$ cat src/rtl/lfu_counter_bank_if.sv
// Request/response bundle between the cache controller and the LFU counter bank.
// The master side issues hits, fills, lookups and flushes; the slave side returns counters and status.
interface lfu_counter_bank_if #(
    parameter int SIZE_COUNTER = 4,
    parameter int NUM_SETS     = 8
);
    localparam int SET_BITS = $clog2(NUM_SETS);

    logic                    hit_valid;
    logic [SET_BITS-1:0]     hit_set;
    logic [3:0]              hit_way;
    logic                    fill_valid;
    logic [SET_BITS-1:0]     fill_set;
    logic [3:0]              fill_way;
    logic                    lookup_req;
    logic [SET_BITS-1:0]     lookup_set;
    logic                    flush;
    logic [SIZE_COUNTER-1:0] count0;
    logic [SIZE_COUNTER-1:0] count1;
    logic [SIZE_COUNTER-1:0] count2;
    logic [SIZE_COUNTER-1:0] count3;
    logic                    count_valid;
    logic                    busy;
    logic                    err;

    modport master (
        output hit_valid, hit_set, hit_way,
        output fill_valid, fill_set, fill_way,
        output lookup_req, lookup_set, flush,
        input  count0, count1, count2, count3, count_valid, busy, err
    );

    modport slave (
        input  hit_valid, hit_set, hit_way,
        input  fill_valid, fill_set, fill_way,
        input  lookup_req, lookup_set, flush,
        output count0, count1, count2, count3, count_valid, busy, err
    );
endinterface

$ cat src/rtl/lfu_counter_bank.sv
// Per-set, per-way saturating use counters feeding an LFU victim comparator.
// Hits count up with set-wide aging at saturation; fills seed a way at 1; flush sweeps one set per cycle.
module lfu_counter_bank #(
    parameter int SIZE_COUNTER = 4,
    parameter int NUM_SETS     = 8
) (
    input  logic                clk,
    input  logic                rst_n,
    lfu_counter_bank_if.slave   bus
);
    localparam int SET_BITS = $clog2(NUM_SETS);
    localparam logic [SIZE_COUNTER-1:0] CMAX     = '1;
    localparam logic [SIZE_COUNTER-1:0] ONE      = {{(SIZE_COUNTER-1){1'b0}}, 1'b1};
    // Value a saturated counter takes after aging: (CMAX >> 1) + 1, i.e. only the MSB set.
    localparam logic [SIZE_COUNTER-1:0] AGED_VAL = {1'b1, {(SIZE_COUNTER-1){1'b0}}};
    localparam logic [SET_BITS-1:0]     LAST_SET = SET_BITS'(NUM_SETS - 1);

    typedef enum logic {IDLE, FLUSH} state_t;

    state_t                  state;
    state_t                  next_state;
    logic [SET_BITS-1:0]     ptr;
    logic                    busy;
    logic                    sweep_last;

    logic                    hit_wf;
    logic                    fill_en;
    logic                    hit_en;
    logic                    lookup_en;
    logic                    conflict;
    logic                    req_err;
    logic [1:0]              hit_idx;
    logic [SIZE_COUNTER-1:0] hit_cnt;
    logic                    hit_at_max;

    logic [SIZE_COUNTER-1:0] cnt [NUM_SETS][4];

    assign busy       = (state == FLUSH);
    assign sweep_last = busy && (ptr == LAST_SET);
    assign bus.busy   = busy;

    always_comb begin
        hit_wf    = bus.hit_valid && $onehot(bus.hit_way);
        fill_en   = !busy && bus.fill_valid && $onehot(bus.fill_way);
        conflict  = !busy && hit_wf && fill_en && (bus.hit_set == bus.fill_set);
        hit_en    = !busy && hit_wf && !conflict;
        lookup_en = !busy && bus.lookup_req;
        if (busy) begin
            req_err = bus.hit_valid || bus.fill_valid || bus.lookup_req;
        end else begin
            req_err = (bus.hit_valid && !$onehot(bus.hit_way))
                   || (bus.fill_valid && !$onehot(bus.fill_way))
                   || conflict;
        end
    end

    always_comb begin
        hit_idx = 2'd0;
        case (bus.hit_way)
            4'b0010: hit_idx = 2'd1;
            4'b0100: hit_idx = 2'd2;
            4'b1000: hit_idx = 2'd3;
            default: hit_idx = 2'd0;
        endcase
        hit_cnt    = cnt[bus.hit_set][hit_idx];
        hit_at_max = (hit_cnt == CMAX);
    end

    always_comb begin
        next_state = state;
        case (state)
            IDLE:    if (bus.flush) next_state = FLUSH;
            FLUSH:   if (ptr == LAST_SET) next_state = IDLE;
            default: next_state = IDLE;
        endcase
    end

    always_ff @(posedge clk or negedge rst_n) begin
        if (!rst_n) begin
            state <= IDLE;
            ptr   <= '0;
        end else begin
            state <= next_state;
            ptr   <= busy ? ptr + 1'b1 : '0;
        end
    end

    // Hits and fills never target the same set in one cycle (conflicts drop the hit),
    // so each counter sees at most one of them.
    for (genvar s = 0; s < NUM_SETS; s++) begin : g_set
        localparam logic [SET_BITS-1:0] SET_ID = SET_BITS'(s);
        for (genvar w = 0; w < 4; w++) begin : g_way
            logic [SIZE_COUNTER-1:0] cnt_q;

            always_ff @(posedge clk or negedge rst_n) begin
                if (!rst_n) begin
                    cnt_q <= '0;
                end else if (busy) begin
                    if (ptr == SET_ID) cnt_q <= '0;
                end else if (fill_en && bus.fill_set == SET_ID && bus.fill_way[w]) begin
                    cnt_q <= ONE;
                end else if (hit_en && bus.hit_set == SET_ID) begin
                    if (hit_at_max) cnt_q <= bus.hit_way[w] ? AGED_VAL : (cnt_q >> 1);
                    else if (bus.hit_way[w]) cnt_q <= cnt_q + 1'b1;
                end
            end

            assign cnt[s][w] = cnt_q;
        end
    end

    // Lookups read the array before this edge's updates land, giving read-before-write.
    always_ff @(posedge clk or negedge rst_n) begin
        if (!rst_n) begin
            bus.count0      <= '0;
            bus.count1      <= '0;
            bus.count2      <= '0;
            bus.count3      <= '0;
            bus.count_valid <= 1'b0;
            bus.err         <= 1'b0;
        end else begin
            bus.count_valid <= lookup_en;
            bus.err         <= req_err;
            if (lookup_en) begin
                bus.count0 <= cnt[bus.lookup_set][0];
                bus.count1 <= cnt[bus.lookup_set][1];
                bus.count2 <= cnt[bus.lookup_set][2];
                bus.count3 <= cnt[bus.lookup_set][3];
            end else if (sweep_last) begin
                bus.count0 <= '0;
                bus.count1 <= '0;
                bus.count2 <= '0;
                bus.count3 <= '0;
            end
        end
    end
endmodule

$ cat src/flat_wrapper.sv
// flat-port wrapper written by rule: the top's interface ports become plain ports
module lfu_counter_bank_flat 
#(
    parameter int SIZE_COUNTER = 4,
    parameter int NUM_SETS     = 8
)
  (clk, rst_n, bus_hit_valid, bus_hit_set, bus_hit_way, bus_fill_valid, bus_fill_set, bus_fill_way, bus_lookup_req, bus_lookup_set, bus_flush, bus_count0, bus_count1, bus_count2, bus_count3, bus_count_valid, bus_busy, bus_err);
  lfu_counter_bank_if #(.SIZE_COUNTER(SIZE_COUNTER), .NUM_SETS(NUM_SETS)) bus_i ();
  input  logic clk;
  input  logic rst_n;
  input wire logic [$bits(bus_i.hit_valid)-1:0] bus_hit_valid;
  input wire logic [$bits(bus_i.hit_set)-1:0] bus_hit_set;
  input wire logic [$bits(bus_i.hit_way)-1:0] bus_hit_way;
  input wire logic [$bits(bus_i.fill_valid)-1:0] bus_fill_valid;
  input wire logic [$bits(bus_i.fill_set)-1:0] bus_fill_set;
  input wire logic [$bits(bus_i.fill_way)-1:0] bus_fill_way;
  input wire logic [$bits(bus_i.lookup_req)-1:0] bus_lookup_req;
  input wire logic [$bits(bus_i.lookup_set)-1:0] bus_lookup_set;
  input wire logic [$bits(bus_i.flush)-1:0] bus_flush;
  output wire logic [$bits(bus_i.count0)-1:0] bus_count0;
  output wire logic [$bits(bus_i.count1)-1:0] bus_count1;
  output wire logic [$bits(bus_i.count2)-1:0] bus_count2;
  output wire logic [$bits(bus_i.count3)-1:0] bus_count3;
  output wire logic [$bits(bus_i.count_valid)-1:0] bus_count_valid;
  output wire logic [$bits(bus_i.busy)-1:0] bus_busy;
  output wire logic [$bits(bus_i.err)-1:0] bus_err;
  assign bus_i.hit_valid = bus_hit_valid;
  assign bus_i.hit_set = bus_hit_set;
  assign bus_i.hit_way = bus_hit_way;
  assign bus_i.fill_valid = bus_fill_valid;
  assign bus_i.fill_set = bus_fill_set;
  assign bus_i.fill_way = bus_fill_way;
  assign bus_i.lookup_req = bus_lookup_req;
  assign bus_i.lookup_set = bus_lookup_set;
  assign bus_i.flush = bus_flush;
  assign bus_count0 = bus_i.count0;
  assign bus_count1 = bus_i.count1;
  assign bus_count2 = bus_i.count2;
  assign bus_count3 = bus_i.count3;
  assign bus_count_valid = bus_i.count_valid;
  assign bus_busy = bus_i.busy;
  assign bus_err = bus_i.err;
  lfu_counter_bank #(.SIZE_COUNTER(SIZE_COUNTER), .NUM_SETS(NUM_SETS)) u_core (.clk(clk), .rst_n(rst_n), .bus(bus_i));
endmodule
$ cat config.mk
export PLATFORM = sky130hd
export DESIGN_NAME = lfu_counter_bank_flat
export DESIGN_NICKNAME = d
export VERILOG_FILES = /design/src/rtl/lfu_counter_bank_if.sv /design/src/rtl/lfu_counter_bank.sv /design/src/flat_wrapper.sv
export SDC_FILE = /design/constraint.sdc
export NUM_CORES = 1
export LEC_CHECK = 0
export ABC_AREA = 1
export CELL_PAD_IN_SITES_DETAIL_PLACEMENT = 0
export CELL_PAD_IN_SITES_GLOBAL_PLACEMENT = 1
export CORE_AREA = 3 3 173 175
export CTS_BUF_LIST = sky130_fd_sc_hd__clkbuf_16
export DETAILED_ROUTE_END_ITERATION = 10
export DIE_AREA = 0 0 176 178
export PLACE_DENSITY = 0.85
export SLEW_MARGIN = 20
export SYNTH_ARGS = -nofsm -noshare
export SYNTH_HDL_FRONTEND = slang
export SYNTH_SLANG_ARGS = --single-unit
$ cat constraint.sdc
create_clock -name clk -period 6.35 [get_ports clk]
set_clock_uncertainty 0.2 [all_clocks]
set_input_delay 1.905 -clock clk [delete_from_list [all_inputs] [get_ports clk]]
set_output_delay 1.905 -clock clk [all_outputs]
set_load 0.02 [all_outputs]
==> impl_metrics.yaml, run 1 <==
status:
  outcome: "finished clean"
sta:
  post-route-period-util_pct: 88.9
  fin_crit_ns: 5.65
  worst_slack_ns: 0.703
  slew-limit-headroom_pct: 22.7
  setup_viol: 0
  tightest_slew_ns: 1.16
  drv_slew: 0
  setup_tns_ns: 0
  fmax_mhz: 177
  hold_viol_final: 0
  rsz0062_at_grt: "false"
grt:
  antenna_found_initial: 1
  grt_max_degree: 105
  grt_pass1_wl_um: 71400
  use_met2_pct: 44.7
  met1_usage_pct: 41.8
  met3_usage_pct: 4.64
  grt_usage_pct: 29.3
  grt_overflow: 0
  grt_pass1_vias: 12544
  grt-busiest-layer: "met2"
critical_path:
  critPathArrivalTime_ns: 5.83
  crit_start: "bus_fill_way[0]"
  crit_fanout: 6
  rr_worst_depth: 12
  reg2reg_to: "u_core.g_set[5].g_way[2].cnt_q[1]"
  r2r_start: "u_core.bus.busy"
  r2r_slack_ns: 3.01
  cp-start-kind: "primary input"
  endpoint: "u_core.g_set[5].g_way[2].cnt_q[1]"
  required_ns: 6.54
  crit_path_end_kind: "register"
  worstSetupPathType: "primary input to register"
logic_synthesis:
  synth-seq-cells: 150
  ys_types: 35
  synth_area_um2: 12700
  synth_area_per_cell_um2: 6.00
  syn_nets: 2197
  yosysWarnings: 0
  synth_cells: 2123
  yosysSeqAreaShare_pct: 29.4
flow_run:
  cap_violations: 0
drt:
  antenna_left: 0
  routed_wl_um: 45800
  drcViolationCount: 0
  routedWlPerCell_um: 18.0
  viasPerCell: 5.42
  dr.pass1.iters: 7
  initialDrtViolationCount: 1646
  num_vias: 13774
placement:
  gp_congestion: 0.971
  pre_cts_ws_ns: 0.429
  port_buffers: 41
  place_hpwl_um: 31800
clock_network:
  clock-sinks: 150
  cts_resized: 0
  ctsHoldBuffers: 0
  numCtsBuffers: 17
  clk_pin_slew_ns: 0.07
  root_buffer: "clkbuf_16"
  clk_path_buf_depth: 2
  post_cts_buffers: 0
  htreeDepth: 4
  clock_latency_ns: 0.46
  cts_tree: "built"
power_and_ir_drop:
  peakVddDrop_uv: 206
  powerDensity_nw_per_um2: 368
  static-leakage-power_nw: 7.47
floorplan:
  die_area_um2: 31300
  rows: 62
  die_w_um: 176
  floorplan.initialDensity_pct: 44.5
  core-area_um2: 28600
  num_io_pins: 42
  die_h_um: 178
final_layout:
  n_fill_cell: 2947
  multi_input_area_um2: 7840
  synthToLayoutAreaGrowth_pct: 11.4
  layout-drive-gt1-share_pct: 5.19
  nNetsFinal: 2219
  n_antenna_cell: 0
  regArea_um2: 3750
  fin_util_pct: 49.6
hold_path:
  hold_class: "register to register"
-- layout make-up --
class | instances | area share (%)
flip-flops and latches | 150 | 26.4
inverters | 206 | 5.45
clock inverters | 15 | 1.19
repair buffers | 85 | 5.35
well taps | 384 | 3.38
multi-input cells | 1685 | 55.2
clock buffers | 17 | 3.00
-- critical path: stages --
cell	delay [ns]
clkdlybuf4s50_1	0.49
ha_1	0.35
ha_1	0.22
fa_1	0.35
nor2_1	0.16
nand2_1	0.08
nor3_1	0.42
nand2_1	0.21
nor2_1	0.72
nand2_1	0.14
nand2_1	0.12
inv_1	0.09
a21oi_1	0.16
nand2_1	0.16
inv_1	0.13
nand2_1	0.06
nand2_1	0.05
-- logic make-up after synthesis --
| family | synth area share [%] |
|---|---|
| buffers and inverters | 9.12 |
| multiplexers | 0.471 |
| adder cells (fa/ha/maj) | 5.12 |
| AO/OA/AOI/OAI | 10.9 |
| XOR/XNOR | 4.19 |
| AND/OR/NAND/NOR | 40.7 |
| flip-flops | 29.4 |
-- report_power, final --
part,internal (mW),total (mW),switching [mW]
Combinational,0.818,2.42,1.60
Clock,0.590,1.09,0.495
Sequential,1.28,1.71,0.438
-- worst min-delay path by stage --
stage                     depth (start not counted)  slack [ns]                              start                                 to
after floorplan                                   2        0.25  u_core.g_set[5].g_way[0].cnt_q[3]  u_core.g_set[5].g_way[0].cnt_q[3]
after global placement                            2        0.28  u_core.g_set[5].g_way[0].cnt_q[3]  u_core.g_set[5].g_way[0].cnt_q[3]
after detailed placement                          2        0.26  u_core.g_set[5].g_way[0].cnt_q[3]  u_core.g_set[5].g_way[0].cnt_q[3]
after CTS                                         2        0.29  u_core.g_set[5].g_way[0].cnt_q[3]  u_core.g_set[5].g_way[0].cnt_q[3]
after global routing                              2        0.29  u_core.g_set[5].g_way[0].cnt_q[3]  u_core.g_set[5].g_way[0].cnt_q[3]
final                                             2        0.29  u_core.g_set[5].g_way[0].cnt_q[3]  u_core.g_set[5].g_way[0].cnt_q[3]
-- metal layers --
layer | part of all wire, % | vias up
li1 | - | 6660
met1 | 44 | 6375
met2 | 44 | 647
met3 | 8.7 | 90
met4 | 3.4 | 2
met5 | 0.028 | -
-- placed cells by master (no fill, tap or decap), drive strengths merged, types with 6 or more instances in the layout --
master / Yosys / routed
nand2: 856 / 856
nor2: 307 / 307
inv: 202 / 208
dfrtp: 150 / 150
o21ai: 134 / 134
nand3: 117 / 117
a21oi: 87 / 87
xor2: 49 / 49
ha: 49 / 49
buf: 41 / 47
clkdlybuf4s50: 0 / 38
a21boi: 18 / 18
clkbuf: 41 / 17
o221ai: 15 / 15
nor3: 14 / 14
xnor2: 12 / 12
nand4: 10 / 10
clkinv: 4 / 9
mux2i: 6 / 6
-- flip-flops by register name, indices dropped and copies added (netlist names) --
name / flops
u_core.bus.count2: 4
u_core.bus.err: 1
u_core.bus.count1: 4
u_core.bus.count0: 4
u_core.bus.busy: 1
u_core.ptr: 3
u_core.bus.count3: 4
u_core.bus.count_valid: 1
u_core.g_set.g_way.cnt_q: 128
-- synthesized netlist by cell type --
cell	n	share of area, %
nand2_1	845	25
nor2_1	301	8.9
inv_1	195	5.7
dfrtp_1	150	29
o21ai_0	125	4.9
nand3_1	115	4.5
a21oi_1	87	3.4
ha_1	49	4.8
xor2_1	49	3.4
clkbuf_1	41	1.2
buf_2	26	1.0
o221ai_1	15	1.0
nor3_1	13	0.51
xnor2_1	12	0.82
nand2_2	11	0.54
a21boi_1	10	0.59
nand4_1	10	0.49
o21ai_1	9	0.35
a21boi_0	8	0.47
buf_1	7	0.21
inv_2	7	0.21
mux2i_1	6	0.47
buf_6	5	0.44
nor2_2	5	0.25
or2_2	5	0.25
clkinv_1	4	0.12
buf_4	3	0.18
fa_1	2	0.31
nand3_2	2	0.16
nand3b_1	1	0.059
nor2_4	1	0.088
nor3_2	1	0.079
nor3b_1	1	0.059
o211ai_1	1	0.059
o31ai_2	1	0.098
-- per-stage QoR --
| stage | power [mW] | cell area (um^2) | instances | hold WS, ns |
|---|---|---|---|---|
| final | 5.22 | 14200 | 2542 | 0.288 |
| after global routing | 5.63 | 14200 | 2542 | 0.295 |
| after CTS | 5.20 | 14200 | 2542 | 0.290 |
| after detailed placement | 4.09 | 13600 | 2510 | 0.264 |
| after global placement | 4.05 | 13600 | 2510 | 0.276 |
| after floorplan | 3.31 | 12700 | 2123 | 0.249 |
Note: power is estimated with default switching activity, not from simulation.
==> inputs of run 2 (changes only) <==
- PLACE_DENSITY: 0.85 -> unset
- PLACE_DENSITY_LB_ADDON: unset -> 0.1
==> run 2 against run 1 <==
Effect of this change: maximum frequency fell by 1.8%; combinational power about the same; non-clock buffer count grew 5; via count is 1.7% lower; critical endpoint is now u_core.g_set[1].g_way[2].cnt_q[3]; clock power barely moved; setup slack got worse by 0.11 ns; die area stayed put; critical path depth rose by 1; hold slack better by 0.013 ns; sequential cell count unchanged.
==> impl_metrics.yaml, run 2 (synthesis gave the netlist of run 1 again) <==
floorplan:
  die_area_um2: 31300
  die_h_um: 178
  die_w_um: 176
  floorplan.initialDensity_pct: 44.5
  core-area_um2: 28600
  rows: 62
  num_io_pins: 42
critical_path:
  slowest_stage: "clkdlybuf4s50_1"
  crit_family: "simple AND/OR/NAND/NOR gates"
  worstSetupPathType: "primary input to register"
  path_cells: "clkdlybuf4s50_1 -> ha_1 -> ha_1 -> fa_1 -> nor2_1 -> nand2_1 -> nor3_1 -> nand2_1 -> nor2_1 -> buf_4 -> nand2_1 -> nand2_1 -> inv_1 -> a21oi_1 -> nand2_1 -> inv_1 -> nand3_1 -> nand2_1"
  critPathMaxStageDelay_ns: 0.48
  path_common_cell: "nand2_1"
  critPathArrivalTime_ns: 5.95
  cp-start-kind: "primary input"
  crit_path_end_kind: "register"
  crit_fanout: 6
  required_ns: 6.55
  cp_num_buf_inv: 4
power_and_ir_drop:
  internal_power_mw: 2.75
  static-leakage-power_nw: 7.49
  powerDensity_nw_per_um2: 369
  power_frac_clock_pct: 21.1
  power.switching_mw: 2.51
  power_frac_comb_pct: 46.4
  p_seq_share_pct: 32.5
  sw_frac_of_total_pct: 47.8
  peakVddDrop_uv: 204
clock_network:
  htreeDepth: 4
  numCtsBuffers: 17
  cts_tree: "built"
  clock-sinks: 150
  root_buffer: "clkbuf_16"
  clock_latency_ns: 0.46
  cts_resized: 0
  ctsHoldBuffers: 0
  clk_pin_slew_ns: 0.06
  post_cts_buffers: 0
  clk_path_buf_depth: 2
final_layout:
  layout-drive-gt1-share_pct: 5.32
  final_cell_mix: "845 x nand2_1, 301 x nor2_1, 195 x inv_1"
  synthToLayoutAreaGrowth_pct: 11.7
  fin_area_um2: 14200
  nNetsFinal: 2224
  n_fill_cell: 3016
  largest_reg_flops: 128
  top_register: "u_core.g_set.g_way.cnt_q"
  layout_commonest_cell: "nand2_1"
  n_antenna_cell: 0
  fin_util_pct: 49.8
placement:
  port_buffers: 41
  placed_cell_area_um2: 13600
  gp_congestion: 0.939
  pre_cts_ws_ns: 0.163
  place_hpwl_um: 33200
sta:
  fmax_mhz: 174
  hold_viol_final: 0
  setup_tns_ns: 0
  worst_slack_ns: 0.597
  holdWs_ns: 0.300
  post-route-period-util_pct: 90.6
  slew-limit-headroom_pct: 17.3
  rsz0062_at_grt: "false"
  tightest_slew_ns: 1.24
  drv_slew: 0
  fin_crit_ns: 5.75
  setup_viol: 0
drt:
  viasPerCell: 5.32
  routedWlPerCell_um: 18.6
  initialDrtViolationCount: 1278
  num_vias: 13543
  routed_wl_um: 47300
  dr.pass1.iters: 5
  antenna_left: 0
  drcViolationCount: 0
grt:
  grt_overflow: 0
  grt_max_degree: 130
  grt_pass1_vias: 12498
  antenna_found_initial: 0
  grt_pass1_wl_um: 73000
  grt_usage_pct: 30.4
status:
  outcome: "finished clean"
hold_path:
  hold_class: "register to register"
flow_run:
  cap_violations: 0
-- run 2: per-layer routing --
layer / track usage, % / vias up / share of wire, %
met5: 0 / - / 0
met4: 12.2 / 0 / 3.7
met3: 4.98 / 97 / 6.7
met2: 46.1 / 468 / 44
met1: 43.1 / 6298 / 46
li1: - / 6680 / -
-- run 2: layout make-up --
class                      instances  area, um^2  share of cell area [%]
clock inverter                    15         186                    1.31
inverter                         206         774                    5.44
sequential                       150        3750                    26.4
tap                              384         480                    3.37
multi-input combinational       1685        7840                    55.0
timing repair buffer              90         785                    5.51
clock buffer                      17         425                    2.99
-- run 2: worst min-delay path, cell delays in order (launching register included) --
cell and delay, ns:
dfrtp_1 0.36, nand2_1 0.06, nand2_1 0.05
-- run 2: worst paths after layout --
kind                                              startpoint                                end  slack, ns  cells past startpoint
max in group asynchronous                              rst_n  u_core.g_set[7].g_way[3].cnt_q[3]       3.57                      2
setup reg to reg                             u_core.bus.busy  u_core.g_set[4].g_way[2].cnt_q[3]       2.84                      9
hold reg to reg            u_core.g_set[5].g_way[0].cnt_q[3]  u_core.g_set[5].g_way[0].cnt_q[3]       0.30                      2
hold / removal             u_core.g_set[5].g_way[0].cnt_q[3]  u_core.g_set[5].g_way[0].cnt_q[3]       0.30                      2
setup / recovery                             bus_fill_way[0]  u_core.g_set[1].g_way[2].cnt_q[3]       0.60                     18
min in group asynchronous                              rst_n  u_core.g_set[4].g_way[2].cnt_q[2]       1.30                      1
-- run 2: power groups by stage --
stage	logic, mW	clock network [mW]	registers [mW]
after floorplan	1.67	0	1.64
after global placement	2.39	0	1.71
after detailed placement	2.42	0	1.71
after CTS	2.43	1.13	1.70
after global routing	2.78	1.16	1.76
final	2.44	1.11	1.71
-- run 2: metrics by stage --
step                      std cells  power [mW]
final                          2547        5.26
after global routing           2547        5.70
after CTS                      2547        5.25
after floorplan                2123        3.31
after global placement         2515        4.10
after detailed placement       2515        4.12
==> inputs of run 3 (changes only) <==
- CORE_AREA: 3 3 173 175 -> 2 2 172 174
- DIE_AREA: 0 0 176 178 -> 0 0 174 176
==> run 3 against run 2 <==
Effect of this change: critical path depth shrank 1; final area grew 0.40%; largest cell class unchanged; sequential power is essentially flat; clock power grew 9%; wire length grew 1.9%; sequential cell count is the same; highest routed layer is now met5; sequential share of layout area shrank 0.11 points.
==> impl_metrics.yaml, run 3 (synthesis gave the netlist of run 1 again) <==
status:
  outcome: "finished clean"
drt:
  antenna_left: 0
  num_vias: 13581
  routedWlPerCell_um: 18.9
  initialDrtViolationCount: 1388
  dr.pass1.iters: 6
  routed_wl_um: 48200
  drt-met1-wl_um: 21600
  wl_met3_um: 4060
  viasPerCell: 5.33
  wl_met2_um: 20700
  drcViolationCount: 0
  top_layer: "met5"
clock_network:
  post_cts_buffers: 0
  cts_tree: "built"
  root_buffer: "clkbuf_16"
  numCtsBuffers: 17
  clk_pin_slew_ns: 0.06
  ctsHoldBuffers: 0
  cts_resized: 0
  clk_path_buf_depth: 2
  clock-sinks: 150
  htreeDepth: 4
  clock_latency_ns: 0.45
critical_path:
  critPathArrivalTime_ns: 5.83
  crit_path_end_kind: "register"
  cp-start-kind: "primary input"
  crit_family: "simple AND/OR/NAND/NOR gates"
  path_cells: "clkdlybuf4s50_1 -> ha_1 -> ha_1 -> fa_1 -> nor2_1 -> nand2_1 -> nor3_1 -> nand2_1 -> nor2_1 -> nand2_1 -> nand2_1 -> inv_1 -> a21oi_1 -> nand2_1 -> inv_1 -> nand3_1 -> nand2_1"
  crit_fanout: 6
  r2r_start: "u_core.bus.busy"
  critPathMaxStageDelay_ns: 0.55
  cp_num_buf_inv: 3
  worstSetupPathType: "primary input to register"
  reg2reg_to: "u_core.g_set[2].g_way[1].cnt_q[3]"
  required_ns: 6.53
  rr_worst_depth: 12
  r2r_slack_ns: 2.67
  path_common_cell: "nand2_1"
  slowest_stage: "nor2_1"
sta:
  setup_tns_ns: 0
  tightest_slew_ns: 1.18
  drv_slew: 0
  post-route-period-util_pct: 89.0
  fmax_mhz: 177
  setup_viol: 0
  hold_viol_final: 0
  worst_slack_ns: 0.697
  slew-limit-headroom_pct: 21.2
  rsz0062_at_grt: "false"
  fin_crit_ns: 5.65
final_layout:
  multi_input_area_um2: 7840
  n_fill_cell: 3101
  synthToLayoutAreaGrowth_pct: 12.2
  final_cell_mix: "845 x nand2_1, 301 x nor2_1, 195 x inv_1"
  layout_commonest_cell: "nand2_1"
  n_antenna_cell: 0
  layout-drive-gt1-share_pct: 5.32
  largest_reg_flops: 128
  nNetsFinal: 2223
  regArea_um2: 3750
  fin_util_pct: 50.1
  top_register: "u_core.g_set.g_way.cnt_q"
placement:
  place_hpwl_um: 34300
  pre_cts_ws_ns: 0.361
  gp_congestion: 0.975
  port_buffers: 41
floorplan:
  floorplan.initialDensity_pct: 44.7
  die_area_um2: 30600
  core-area_um2: 28500
  num_io_pins: 42
  die_h_um: 176
  die_w_um: 174
  rows: 62
hold_path:
  hold_end: "u_core.g_set[5].g_way[0].cnt_q[3]"
  hold_path_depth: 2
  worstHoldStart: "u_core.g_set[5].g_way[0].cnt_q[3]"
  hold_class: "register to register"
grt:
  grt_max_degree: 93
  grt_pass1_vias: 12844
  grt_usage_pct: 32.2
  grt_pass1_wl_um: 75400
  antenna_found_initial: 1
  grt_overflow: 0
power_and_ir_drop:
  power_frac_comb_pct: 45.4
  power.switching_mw: 2.57
  power_frac_clock_pct: 22.4
  sw_frac_of_total_pct: 47.6
  p_seq_share_pct: 32.2
  internal_power_mw: 2.83
  static-leakage-power_nw: 7.51
  peakVddDrop_uv: 196
  powerDensity_nw_per_um2: 378
flow_run:
  cap_violations: 0
-- run 3: changes by cell type in the layout (fill, tap and decap cells not counted) --
cell / before / now
buf_4: 49 / 48
clkinv_4: 1 / 4
clkinvlp_4: 4 / 2
bufinv_16: 4 / 6
clkinv_1: 6 / 5
inv_6: 0 / 2
clkinv_2: 5 / 1
-- run 3: per-layer routing --
metal  vias to the layer above  GRT usage, %
met4                         2          11.9
met3                        83          7.45
met5                         -             0
met2                       552          48.9
li1                       6682             -
met1                      6262          44.7
-- run 3: worst min-delay path, stage by stage, from the launching register on --
cell     delay (ns)
dfrtp_1        0.34
nand2_1        0.06
nand2_1        0.05
-- run 3: worst max-delay path by stage --
stage                                from                                end  slack, ns  cells after the start
after floorplan            bus_hit_way[2]  u_core.g_set[5].g_way[3].cnt_q[1]       1.27                     18
after global placement     bus_hit_way[0]  u_core.g_set[5].g_way[3].cnt_q[2]       0.31                     17
after detailed placement   bus_hit_way[0]  u_core.g_set[5].g_way[3].cnt_q[2]       0.36                     17
after CTS                  bus_hit_way[0]  u_core.g_set[5].g_way[3].cnt_q[2]       0.82                     17
after global routing       bus_hit_way[0]  u_core.g_set[5].g_way[3].cnt_q[2]       0.42                     17
final                     bus_fill_way[2]  u_core.g_set[2].g_way[1].cnt_q[3]       0.70                     17
-- run 3: metrics by stage --
step	power (mW)	hold WS (ns)	area, um^2	instances
floorplan	3.31	0.249	12700	2123
global placement	4.14	0.262	13600	2514
detailed placement	4.16	0.266	13600	2514
CTS	5.39	0.283	14300	2546
global route	5.85	0.319	14300	2546
finish	5.41	0.282	14300	2546
-- run 3: layout make-up --
class,instances,area share [%]
multi-input combinational,1685,54.8
sequential,150,26.2
inverter,206,5.42
clock inverter,15,1.76
tap,384,3.36
timing repair buffer,89,5.43
clock buffer,17,2.97
-- run 3: power by group through the flow --
stage	Sequential [mW]	Combinational [mW]	Clock [mW]
3_5_place_dp	1.74	2.42	0
3_3_place_gp	1.74	2.40	0
5_1_grt	1.79	2.79	1.26
4_1_cts	1.73	2.44	1.23
6_report	1.74	2.46	1.21
2_1_floorplan	1.64	1.67	0
